## src/rtl/fp_addsub_seq.sv

```systemverilog
// Multi-cycle add/sub core: aligns the smaller operand, adds or subtracts the
// magnitudes, then normalizes at most NORM_STEP bits per cycle.
module fp_addsub_seq #(
    parameter int NORM_STEP = 8
) (
    input  logic        clk,
    input  logic        rst_n,
    input  logic        in_valid,
    output logic        in_ready,
    input  logic        op_sub,
    input  logic        a_sign,
    input  logic [7:0]  a_exp,
    input  logic [27:0] a_mantis,
    input  logic        b_sign,
    input  logic [7:0]  b_exp,
    input  logic [27:0] b_mantis,
    output logic        out_valid,
    input  logic        out_ready,
    output logic        res_sign,
    output logic [7:0]  res_exp,
    output logic [27:0] res_mantis,
    output logic        res_zero,
    output logic        res_ovf,
    output logic        res_uflow
);

    // Handshake: a transfer happens on a rising edge where valid and ready are
    // both high; in_ready is high only in IDLE, out_valid only in DONE.
    typedef enum logic [2:0] {S_IDLE, S_ALIGN, S_ADD, S_NORM, S_DONE} state_t;

    localparam logic [4:0] STEP = 5'(NORM_STEP);

    state_t      state_q, state_d;
    logic        eff_sub_q, eff_sub_d;
    logic        sign_q, sign_d;
    logic [7:0]  exp_q, exp_d;
    logic [7:0]  diff_q, diff_d;
    logic [27:0] m_big_q, m_big_d;
    logic [27:0] m_small_q, m_small_d;
    logic [27:0] sum_q, sum_d;
    logic        res_sign_q, res_sign_d;
    logic [7:0]  res_exp_q, res_exp_d;
    logic [27:0] res_mantis_q, res_mantis_d;
    logic        res_zero_q, res_zero_d;
    logic        res_ovf_q, res_ovf_d;
    logic        res_uflow_q, res_uflow_d;

    logic        a_big;
    logic        norm_done;
    logic [4:0]  lz;
    logic [4:0]  shamt;
    logic [8:0]  exp_inc;
    logic [27:0] sum_shl;

    // State register
    always_ff @(posedge clk or negedge rst_n) begin
        if (!rst_n) begin
            state_q      <= S_IDLE;
            eff_sub_q    <= 1'b0;
            sign_q       <= 1'b0;
            exp_q        <= '0;
            diff_q       <= '0;
            m_big_q      <= '0;
            m_small_q    <= '0;
            sum_q        <= '0;
            res_sign_q   <= 1'b0;
            res_exp_q    <= '0;
            res_mantis_q <= '0;
            res_zero_q   <= 1'b0;
            res_ovf_q    <= 1'b0;
            res_uflow_q  <= 1'b0;
        end else begin
            state_q      <= state_d;
            eff_sub_q    <= eff_sub_d;
            sign_q       <= sign_d;
            exp_q        <= exp_d;
            diff_q       <= diff_d;
            m_big_q      <= m_big_d;
            m_small_q    <= m_small_d;
            sum_q        <= sum_d;
            res_sign_q   <= res_sign_d;
            res_exp_q    <= res_exp_d;
            res_mantis_q <= res_mantis_d;
            res_zero_q   <= res_zero_d;
            res_ovf_q    <= res_ovf_d;
            res_uflow_q  <= res_uflow_d;
        end
    end

    // Leading zeros counted from bit 26 downward; only meaningful when sum_q[27:26]==0
    always_comb begin
        lz = 5'd0;
        for (int i = 0; i < 27; i++) begin
            if (sum_q[i]) lz = 5'(26 - i);
        end
        shamt   = (lz < STEP) ? lz : STEP;
        exp_inc = {1'b0, exp_q} + 9'd1;
        sum_shl = sum_q << shamt;
    end

    assign a_big = (a_exp > b_exp) || ((a_exp == b_exp) && (a_mantis >= b_mantis));

    // Datapath
    always_comb begin
        eff_sub_d    = eff_sub_q;
        sign_d       = sign_q;
        exp_d        = exp_q;
        diff_d       = diff_q;
        m_big_d      = m_big_q;
        m_small_d    = m_small_q;
        sum_d        = sum_q;
        res_sign_d   = res_sign_q;
        res_exp_d    = res_exp_q;
        res_mantis_d = res_mantis_q;
        res_zero_d   = res_zero_q;
        res_ovf_d    = res_ovf_q;
        res_uflow_d  = res_uflow_q;
        norm_done    = 1'b0;
        case (state_q)
            S_IDLE: begin
                if (in_valid) begin
                    eff_sub_d = a_sign ^ b_sign ^ op_sub;
                    sign_d    = a_big ? a_sign : (b_sign ^ op_sub);
                    exp_d     = a_big ? a_exp : b_exp;
                    diff_d    = a_big ? (a_exp - b_exp) : (b_exp - a_exp);
                    m_big_d   = a_big ? a_mantis : b_mantis;
                    m_small_d = a_big ? b_mantis : a_mantis;
                end
            end
            S_ALIGN: begin
                m_small_d = (diff_q >= 8'd28) ? 28'd0 : (m_small_q >> diff_q);
            end
            S_ADD: begin
                sum_d = eff_sub_q ? (m_big_q - m_small_q) : (m_big_q + m_small_q);
            end
            S_NORM: begin
                res_zero_d  = 1'b0;
                res_ovf_d   = 1'b0;
                res_uflow_d = 1'b0;
                res_sign_d  = sign_q;
                if (sum_q == 28'd0) begin
                    norm_done    = 1'b1;
                    res_zero_d   = 1'b1;
                    res_sign_d   = 1'b0;
                    res_exp_d    = 8'd0;
                    res_mantis_d = 28'd0;
                end else if (sum_q[27]) begin
                    norm_done = 1'b1;
                    if (exp_inc >= 9'd255) begin
                        res_ovf_d    = 1'b1;
                        res_exp_d    = 8'd255;
                        res_mantis_d = 28'd0;
                    end else begin
                        res_exp_d    = exp_inc[7:0];
                        res_mantis_d = sum_q >> 1;
                    end
                end else if (sum_q[26]) begin
                    norm_done    = 1'b1;
                    res_exp_d    = exp_q;
                    res_mantis_d = sum_q;
                end else if (exp_q <= {3'b000, shamt}) begin
                    norm_done    = 1'b1;
                    res_uflow_d  = 1'b1;
                    res_exp_d    = 8'd0;
                    res_mantis_d = 28'd0;
                end else begin
                    sum_d        = sum_shl;
                    exp_d        = exp_q - {3'b000, shamt};
                    norm_done    = (shamt == lz);
                    res_exp_d    = exp_d;
                    res_mantis_d = sum_shl;
                end
            end
            S_DONE: begin
                if (out_ready) begin
                    res_zero_d  = 1'b0;
                    res_ovf_d   = 1'b0;
                    res_uflow_d = 1'b0;
                end
            end
            default: ;
        endcase
    end

    // Next state
    always_comb begin
        state_d = state_q;
        case (state_q)
            S_IDLE:  if (in_valid) state_d = S_ALIGN;
            S_ALIGN: state_d = S_ADD;
            S_ADD:   state_d = S_NORM;
            S_NORM:  if (norm_done) state_d = S_DONE;
            S_DONE:  if (out_ready) state_d = S_IDLE;
            default: state_d = S_IDLE;
        endcase
    end

    // Outputs
    always_comb begin
        in_ready   = (state_q == S_IDLE);
        out_valid  = (state_q == S_DONE);
        res_sign   = res_sign_q;
        res_exp    = res_exp_q;
        res_mantis = res_mantis_q;
        res_zero   = res_zero_q;
        res_ovf    = res_ovf_q;
        res_uflow  = res_uflow_q;
    end

endmodule

```

## config.mk

```make
export PLATFORM = sky130hd
export DESIGN_NAME = fp_addsub_seq
export DESIGN_NICKNAME = d
export VERILOG_FILES = /design/src/rtl/fp_addsub_seq.sv
export SDC_FILE = /design/constraint.sdc
export NUM_CORES = 1
export LEC_CHECK = 0
export CAP_MARGIN = 15
export CORE_ASPECT_RATIO = 0.75
export CORE_UTILIZATION = 50
export DETAILED_ROUTE_END_ITERATION = 8
export PLACE_DENSITY_LB_ADDON = 0.25
export REMOVE_ABC_BUFFERS = 1
export SKIP_LAST_GASP = 1
export SLEW_MARGIN = 10
export SYNTH_ARGS = -nofsm -noshare
export SYNTH_HDL_FRONTEND = slang
export SYNTH_SLANG_ARGS = --single-unit
```

## constraint.sdc

```tcl
create_clock -name clk -period 4.5 [get_ports clk]
set_input_delay 1.35 -clock clk [delete_from_list [all_inputs] [get_ports clk]]
set_output_delay 1.35 -clock clk [all_outputs]
set_load 0.05 [all_outputs]
```

-- Yosys cells after proc, flatten, opt, wreduce, memory -nomap -nowiden
Index checks and enable logic that the tools add are counted.
- bits in read-only memories: 0
- memories kept: 0
- latch bits: 0
- word-level logic and storage cells: 142
- output and inout bits: 42
- RAM bits: 0
- input port bits: 79
- register bits after elaboration: 145
- bitwise gates (word level): 3
- divide/modulo/power cells: 0
- equal/unequal tests: 13
- $add $sub $neg: 6
- reduce and logical (&&, ||, !) cells: 16
- multipliers: 0
- shift operators: 2
- multiplexer cells: 80
- order comparisons: 6
- operator list (kind ; number):
    28-bit two-way mux ; 13
    5-bit two-way mux ; 28
    28-bit case mux with 2 select lines ; 2
    8-bit two-way mux ; 12
    28-bit adder ; 1
    28-bit greater-or-equal comparator ; 1
    28-bit zero test ; 1
    28-bit by 5-bit left shift with 28-bit output ; 1
    28-bit by 8-bit >> shifter with 28-bit output ; 1
    28-bit subtractor ; 1
    27-bit two-way mux ; 1
    1-bit two-way mux ; 16
    8-bit case mux with 2 select lines ; 1
    8-bit subtractor ; 2
    3-bit case mux with 5 select lines ; 1
    2-bit inequality test (second input constant) ; 6
    8-bit by 1-bit adder with 9-bit output (second input constant) ; 1
    9-bit by 8-bit greater-or-equal comparator with 1-bit output (second input constant) ; 1
    3-bit two-way mux ; 3
    8-bit == test ; 1
    8-bit by 5-bit greater-or-equal comparator with 1-bit output (second input constant) ; 1
    8-bit > comparator ; 1
    8-bit by 5-bit less-or-equal comparator with 1-bit output ; 1
    2-bit AND reduction ; 4
    other kinds (16) ; 25

-- Logic depth before layout (Yosys ltp)
Gate-level depths: netlist of run 1.
- depth in word-level cells: 37
- depth in mapped cells: 20

-- Worst setup path after synthesis of run 1
OpenSTA, ideal clock, no wires.
- path kind: reg-to-reg
- from: register sum_q[10]
- to: register exp_q[3]
- clock period less this slack: 4.577 ns
- path slack: -0.077 ns
- cell stages (with the launch flop): 20
- library setup time: 0.136 ns
- data arrival time: 4.441 ns
- required time: 4.364 ns
- path buffers: 4
- path through: dfrtp_1 buf_6 or4_4 nand4b_4 o211a_4 or3_1 buf_6 clkinv_4 ha_1 inv_1 fa_1 a21o_1 a21oi_1 o21ai_1 nand2b_1 clkbuf_1 nor3_1 a21oi_1 clkbuf_1 o21ai_0
- longest elaborated chain between the ends: 25
- elaborated cells between the ends (all ways): 30
- classes of those cells: add/sub (1); order compare (2); eq/ne (2); mux (23); reduce/logical (2)
- RTL lines (item ; RTL line ; text):
    start: declaration ; 40 ; logic [27:0] sum_q, sum_d;
    start signal: assignment ; 80 ; sum_q <= sum_d;
    5-bit two-way mux (17 in a row) ; 94 ; if (sum_q[i]) lz = 5'(26 - i);
    5-bit by 4-bit < comparator with 1-bit output ; 96 ; shamt = (lz < STEP) ? lz : STEP;
    5-bit two-way mux ; 96 ;
    8-bit by 5-bit subtractor with 8-bit output ; 168 ; exp_d = exp_q - {3'b000, shamt};
    8-bit two-way mux ; 161 ; end else if (exp_q <= {3'b000, shamt}) begin
    8-bit two-way mux ; 157 ; end else if (sum_q[26]) begin
    8-bit two-way mux ; 147 ; end else if (sum_q[27]) begin
    8-bit two-way mux ; 141 ; if (sum_q == 28'd0) begin
    8-bit case mux with 2 select lines ; 119 ; case (state_q)
    end signal: assignment ; 76 ; exp_q <= exp_d;
    end: declaration ; 36 ; logic [7:0] exp_q, exp_d;
Several ways; a longest one is shown, not always the timed one. The select of a mux whose other input is x is not followed.
A chain may end at the register's enable or synchronous reset.

-- Worst setup path after layout of run 1
- from: input b_mantis[9]
- to: register m_small_q[11]
- longest elaborated chain between the ends: 6
- RTL lines (item ; RTL line ; text):
    start: declaration ; 16 ; input logic [27:0] b_mantis,
    28-bit greater-or-equal comparator ; 101 ; assign a_big = (a_exp > b_exp) || ((a_exp == b_exp) && (a_mantis >= b_mantis));
    1-bit logical AND ; 101 ;
    1-bit logical OR ; 101 ;
    28-bit two-way mux ; 127 ; m_small_d = a_big ? b_mantis : a_mantis;
    28-bit two-way mux ; 121 ; if (in_valid) begin
    28-bit case mux with 2 select lines ; 119 ;
    end signal: assignment ; 79 ; m_small_q <= m_small_d;
    end: declaration ; 39 ; logic [27:0] m_small_q, m_small_d;
No other way between the ends. The select of a mux whose other input is x is not followed.

==> results.py, run 1 <==
metrics = {
    "global_routing": {
        "grt_max_degree": 64,
        "track_usage": 0.342,
        "grt_pass1_wl_mm": 73.3,
        "grt_overflow": 0,
        "first_global_vias": 13000,
        "antenna_found_initial": 1,
    },
    "power": {
        "p_sw_mw": 7.43,
        "pwr-share-seq": 0.196,
        "pwr-share-clk": 0.104,
        "pwr-share-comb": 0.700,
        "p_int_mw": 6.94,
        "ir_worst_vdd_v": 0.000561,
        "leakagePower_nw": 7.20,
        "swShare": 0.517,
        "p_per_area_nw_per_um2": 886,
    },
    "sta": {
        "finalCritPeriodShare": 0.972,
        "fin_ws_ns": 0.125,
        "report.final.hold_viol_count": 0,
        "setup_viol": 0,
        "period_needed_ns": 4.38,
        "skew_ns": 0.00929,
        "worst_pin_slew_ns": 0.998,
        "slew_headroom": 0.326,
        "fmax_mhz": 229,
        "maxSlewViolCount": 0,
    },
    "floorplan": {
        "die_w_um": 192,
        "die_area_um2": 27800,
        "start_util": 0.516,
        "die_h_um": 145,
        "coreArea_um2": 26300,
        "io_pins": 121,
        "num_rows": 51,
    },
    "logic_synthesis": {
        "yosysTopAreaCell": "dfrtp_1",
        "synth_area_um2": 13600,
        "synth-seq-cells": 145,
        "ys.flop_type": "dfrtp_1",
        "synth.distinct_cells": 84,
        "synth_edf_count": 0,
        "synth_seq_area_share": 0.267,
        "synth_area_leaders": "dfrtp_1 (27%), mux2i_1 (7.2%), ha_1 (7.2%), a21oi_1 (5.4%), nand2_1 (5.3%)",
        "synth_area_per_cell_um2": 7.87,
        "synth.most_common_cell": "nand2_1",
        "synth_cells": 1723,
        "yosys.area.top_type_share": 0.267,
        "synthArstFlopShare": 1.00,
        "synth_warnings": 0,
        "synth_common_cells": "nand2_1 (192), nor2_1 (179), a21oi_1 (147), dfrtp_1 (145), o21ai_0 (122)",
    },
    "placement": {
        "place_area_um2": 15600,
        "place_congestion": 1.04,
        "portBuffers": 120,
        "dp_hpwl_mm": 35.8,
        "pre_cts_ws_ns": -0.198,
    },
    "clocking": {
        "cts_tree": "yes",
        "htree_levels": 4,
        "cts_num_sinks": 145,
        "insertion_delay_ns": 0.44,
        "clk_pin_slew_ns": 0.06,
        "holdBufCountCts": 0,
        "cts_root_buf": "clkbuf_16",
        "clk_path_buf_depth": 2,
        "cts-buffers-inserted": 17,
    },
    "route": {
        "vias": 14100,
        "via_per_inst": 6.39,
        "drt_iter0_markers": 1492,
        "first_pass_iters": 6,
        "post_drt_wl_per_cell_um": 21.4,
        "drc_errors": 0,
        "routed_wl_mm": 47.1,
        "ant_nets": 0,
    },
    "worst_setup_path": {
        "crit_slowest_cell": "clkdlybuf4s50_1",
        "path_buf_inv": 4,
        "path_class": "in -> reg",
        "slowest_delay_ns": 0.55,
        "reg2reg_from": "sum_q[10]",
        "arrival_ns": 4.70,
        "cp-end-kind": "register",
        "cp_cell_sequence": "clkdlybuf4s50_1, inv_1, ha_1, a21o_1, a21o_1, a21oi_1, a31oi_1, buf_4, o2bb2ai_4, buf_12, nor2_1, a21oi_1, a21oi_1, o32a_1",
        "critPathMaxFanout": 53,
        "setup.worst_path.start_class": "primary input",
        "critPathTopFamily": "compound AO/OA/AOI/OAI gates",
        "startpoint": "b_mantis[9]",
        "crit_required_ns": 4.82,
        "cpMostUsedCell": "a21oi_1",
    },
    "flow_run": {
        "cap_violations": 0,
    },
    "layout": {
        "drive_above_1_share": 0.108,
        "finalInstanceArea_um2": 16200,
        "final.fill_count": 2374,
        "syn2layout_area_growth_pct": 19.6,
        "nets": 2010,
        "antenna_cells": 0,
    },
    "worst_hold_path": {
        "worstHoldPathType": "reg -> reg",
        "holdCritStartpoint": "res_exp[2]",
    },
    "status": {
        "status": "finished, final reports clean",
    },
}
==> worst register-to-register path, stage by stage, from the launching register on <==
cell and delay, ns:
dfrtp_1 0.41, or4_4 0.58, nand4b_4 0.24, o211a_4 0.27, or3_1 0.45, clkinv_4 0.08, ha_1 0.13, inv_1 0.06
fa_1 0.39, a21o_1 0.17, a21oi_1 0.18, o21ai_1 0.12, nand2b_1 0.16, nor3_2 0.08, buf_4 0.19, nand2_1 0.14
nor2_1 0.10, a221oi_1 0.31, nor2_1 0.08
==> cell type report <==
type | instances | area, um^2 | area share
multi-input cells | 1366 | 9120 | 0.562
clock inverters | 6 | 105 | 0.00648
clock buffers | 24 | 482 | 0.0297
inverters | 80 | 305 | 0.0188
flip-flops and latches | 145 | 3630 | 0.224
repair buffers | 239 | 2150 | 0.133
well taps | 344 | 430 | 0.0265
==> metal layers <==
layer,GRT usage,up-vias,wire length [um]
met5,0,-,0
met4,0.0850,0,873
met3,0.0857,78,5000
met2,0.499,750,19800
met1,0.500,6746,21500
li1,-,6511,-
==> sequential cells by signal (all words and copies together) (netlist names) <==
| name | cells |
|---|---|
| res_uflow | 1 |
| res_zero | 1 |
| diff_q | 8 |
| sign_q | 1 |
| eff_sub_q | 1 |
| state_q | 3 |
| res_sign | 1 |
| m_big_q | 28 |
| res_ovf | 1 |
| sum_q | 28 |
| exp_q | 8 |
| res_exp | 8 |
| m_small_q | 28 |
| res_mantis | 28 |
==> layout by cell type (no fill, tap or decap), types with 33 or more instances in the layout <==
cell and count:
clkdlybuf4s50_1 119, inv_1 73, ha_1 78, nor2_1 178
o21ai_0 122, a21oi_1 147, mux2i_1 98, buf_4 114
nor3_1 33, nand3_1 35, xnor2_1 47, nand2_1 190
dfrtp_1 145
==> per-stage QoR <==
step                      instances  total power [mW]  TNS [ns]   util  hold slack (ns)
final                          2204              14.4         0  0.617            0.476
after global routing           2204              15.4  -0.00331  0.617            0.491
after CTS                      2204              14.1         0  0.616            0.485
after detailed placement       2174              12.6     -5.07  0.594            0.471
after global placement         2174              12.4     -5.13  0.594            0.456
after floorplan                1591              9.49   -306.33      -            0.450
==> power by group through the flow <==
stage	combinational (mW)	sequential (mW)	clock, mW
finish	10.1	2.81	1.50
global route	10.9	2.88	1.56
CTS	9.86	2.78	1.51
detailed placement	9.80	2.79	0
global placement	9.62	2.77	0
floorplan	6.30	3.19	0
==> cells by family (layout without fill, tap and decap cells) <==
group                    after synthesis  count (layout)  share of synthesized area
AND/OR/NAND/NOR                      550             550                      0.183
XOR/XNOR                              63              63                     0.0407
other                                  1               1                   0.000276
flip-flops                           145             145                      0.267
buffers and inverters                212             349                     0.0635
multiplexers                         129             129                      0.111
adder cells (fa/ha/maj)               82              82                     0.0778
AO/OA/AOI/OAI                        541             541                      0.256
==> path summary, 6_finish.rpt <==
check	slack [ns]	cells after the start	to
worst max-delay path	0.12	14	m_small_q[11]
worst min-delay path	0.48	2	res_exp[2]
worst max register to register	0.24	18	sum_q[3]
worst min register to register	0.48	2	res_exp[2]
max in group asynchronous	2.69	2	eff_sub_q
min in group asynchronous	0.90	1	res_mantis[3]
==> repair_timing <==
action	in CTS	in global routing
endpoints found under the setup margin	0	7
buffers inserted	0	0
gates resized for setup	0	5
Power figures use the tool's default switching activity.
==> inputs of run 2 (changes only) <==
Settings changed: CTS_CLUSTER_DIAMETER from default to 120.
==> results of run 2 <==
The final DEF is identical to that of run 1; final timing and power are the same.
==> inputs of run 3 (changes only) <==
Settings changed: RECOVER_POWER from default to 25.
==> run 3 against run 2 <==
The run now ends with capacitance limit, slew limit left. Power barely moved. Worst setup slack barely moved. Cell count did not move. Die area did not move. Largest power group unchanged. Flip-flop and latch count did not move. Worst hold slack barely moved.
==> results.py, run 3 (synthesis results as in run 1) <==
metrics = {
    "route": {
        "drc_errors": 0,
        "post_drt_wl_per_cell_um": 21.4,
        "vias": 14100,
        "ant_nets": 0,
        "routed_wl_mm": 47.1,
        "via_per_inst": 6.39,
        "drt_iter0_markers": 1479,
        "first_pass_iters": 8,
    },
    "sta": {
        "worst_pin_slew_ns": 1.84,
        "setup_viol": 0,
        "maxSlewViolCount": 64,
        "period_needed_ns": 4.38,
        "report.final.hold_viol_count": 0,
        "finalCritPeriodShare": 0.972,
        "skew_ns": 0.00928,
        "slew_headroom": -0.230,
        "fmax_mhz": 229,
    },
    "placement": {
        "place_congestion": 1.04,
        "portBuffers": 120,
        "dp_hpwl_mm": 35.8,
        "place_area_um2": 15600,
    },
    "worst_hold_path": {
        "min_path_cells": 2,
        "worstHoldPathType": "reg -> reg",
    },
    "clocking": {
        "holdBufCountCts": 0,
        "clk_path_buf_depth": 2,
        "insertion_delay_ns": 0.44,
        "cts_num_sinks": 145,
        "cts-buffers-inserted": 17,
        "cts_root_buf": "clkbuf_16",
        "cts_tree": "yes",
        "htree_levels": 4,
        "postCtsSetupBuffers": 0,
        "clk_pin_slew_ns": 0.06,
        "post_cts_resized": 0,
    },
    "flow_run": {
        "cap_violations": 1,
    },
    "floorplan": {
        "start_util": 0.516,
        "coreArea_um2": 26300,
        "die_area_um2": 27800,
        "io_pins": 121,
        "die_h_um": 145,
        "die_w_um": 192,
        "num_rows": 51,
    },
    "global_routing": {
        "grt_pass1_wl_mm": 73.3,
        "track_usage": 0.342,
        "first_global_vias": 13000,
        "use_met3": 0.0857,
        "grtUsageMet1": 0.500,
        "grt_util_met2": 0.499,
        "grt_max_degree": 64,
        "grt_overflow": 0,
        "antenna_found_initial": 1,
        "busiest_layer": "met1",
    },
    "worst_setup_path": {
        "arrival_ns": 4.70,
        "cp-end-kind": "register",
        "r2r_slack_ns": 0.25,
        "worst-r2r-cell-count": 18,
        "crit_required_ns": 4.82,
        "setup.worst_path.start_class": "primary input",
        "path_class": "in -> reg",
        "critPathMaxFanout": 53,
    },
    "layout": {
        "layout_commonest_cell": "nand2_1",
        "nets": 2010,
        "finalInstanceArea_um2": 16200,
        "syn2layout_area_growth_pct": 19.5,
        "final_cell_mix": "nand2_1 (190), nor2_1 (178), a21oi_1 (147)",
        "drive_above_1_share": 0.107,
        "antenna_cells": 0,
    },
    "status": {
        "failed_checks": "capacitance limit, slew limit",
        "status": "finished with violations",
    },
    "power": {
        "p_per_area_nw_per_um2": 886,
        "leakagePower_nw": 7.19,
        "ir_worst_vdd_v": 0.000561,
        "power_mw": 14.4,
    },
}
run 3: stage by stage:
step	worst slack, ns	hold slack [ns]	setup TNS [ns]	std cells	util
global placement	-0.190	0.456	-5.13	2174	0.594
finish	0.124	0.476	0	2204	0.617
detailed placement	-0.198	0.471	-5.07	2174	0.594
CTS	0.208	0.485	0	2204	0.616
global route	-0.00331	0.491	-0.00331	2204	0.617
floorplan	-4.43	0.450	-306.33	1591	-
run 3: routing by layer:
| layer | vias up | wire length, um |
|---|---|---|
| met4 | 0 | 871 |
| met2 | 739 | 19800 |
| met3 | 78 | 4860 |
| met1 | 6751 | 21600 |
| met5 | - | 0 |
| li1 | 6509 | - |
run 3: where the power goes:
| group | internal, mW | switching (mW) | total, mW |
|---|---|---|---|
| clock network | 0.909 | 0.592 | 1.50 |
| registers | 1.92 | 0.889 | 2.81 |
| logic | 4.10 | 5.95 | 10.1 |
run 3: critical path, cell delays in order:
cell and delay, ns:
clkdlybuf4s50_1 0.55, inv_1 0.07, ha_1 0.30, a21o_1 0.16
a21o_1 0.17, a21oi_1 0.50, a31oi_1 0.17, buf_4 0.18
o2bb2ai_4 0.26, buf_12 0.31, nor2_1 0.07, a21oi_1 0.15
a21oi_1 0.09, o32a_1 0.29
run 3: final cells by class:
class                      count  area, um^2
fill                        2378       10100
sequential                   145        3630
clock buffer                  24         482
clock inverter                 6         105
multi-input combinational   1366        9120
tap                          344         430
timing repair buffer         239        2140
inverter                      80         305
run 3: worst paths after layout:
kind                                  start       endpoint
worst max-delay path            b_mantis[9]  m_small_q[11]
worst min-delay path             res_exp[2]     res_exp[2]
worst max register to register    sum_q[10]       sum_q[3]
worst min register to register   res_exp[2]     res_exp[2]
max in group asynchronous             rst_n     m_big_q[7]
min in group asynchronous             rst_n  res_mantis[3]
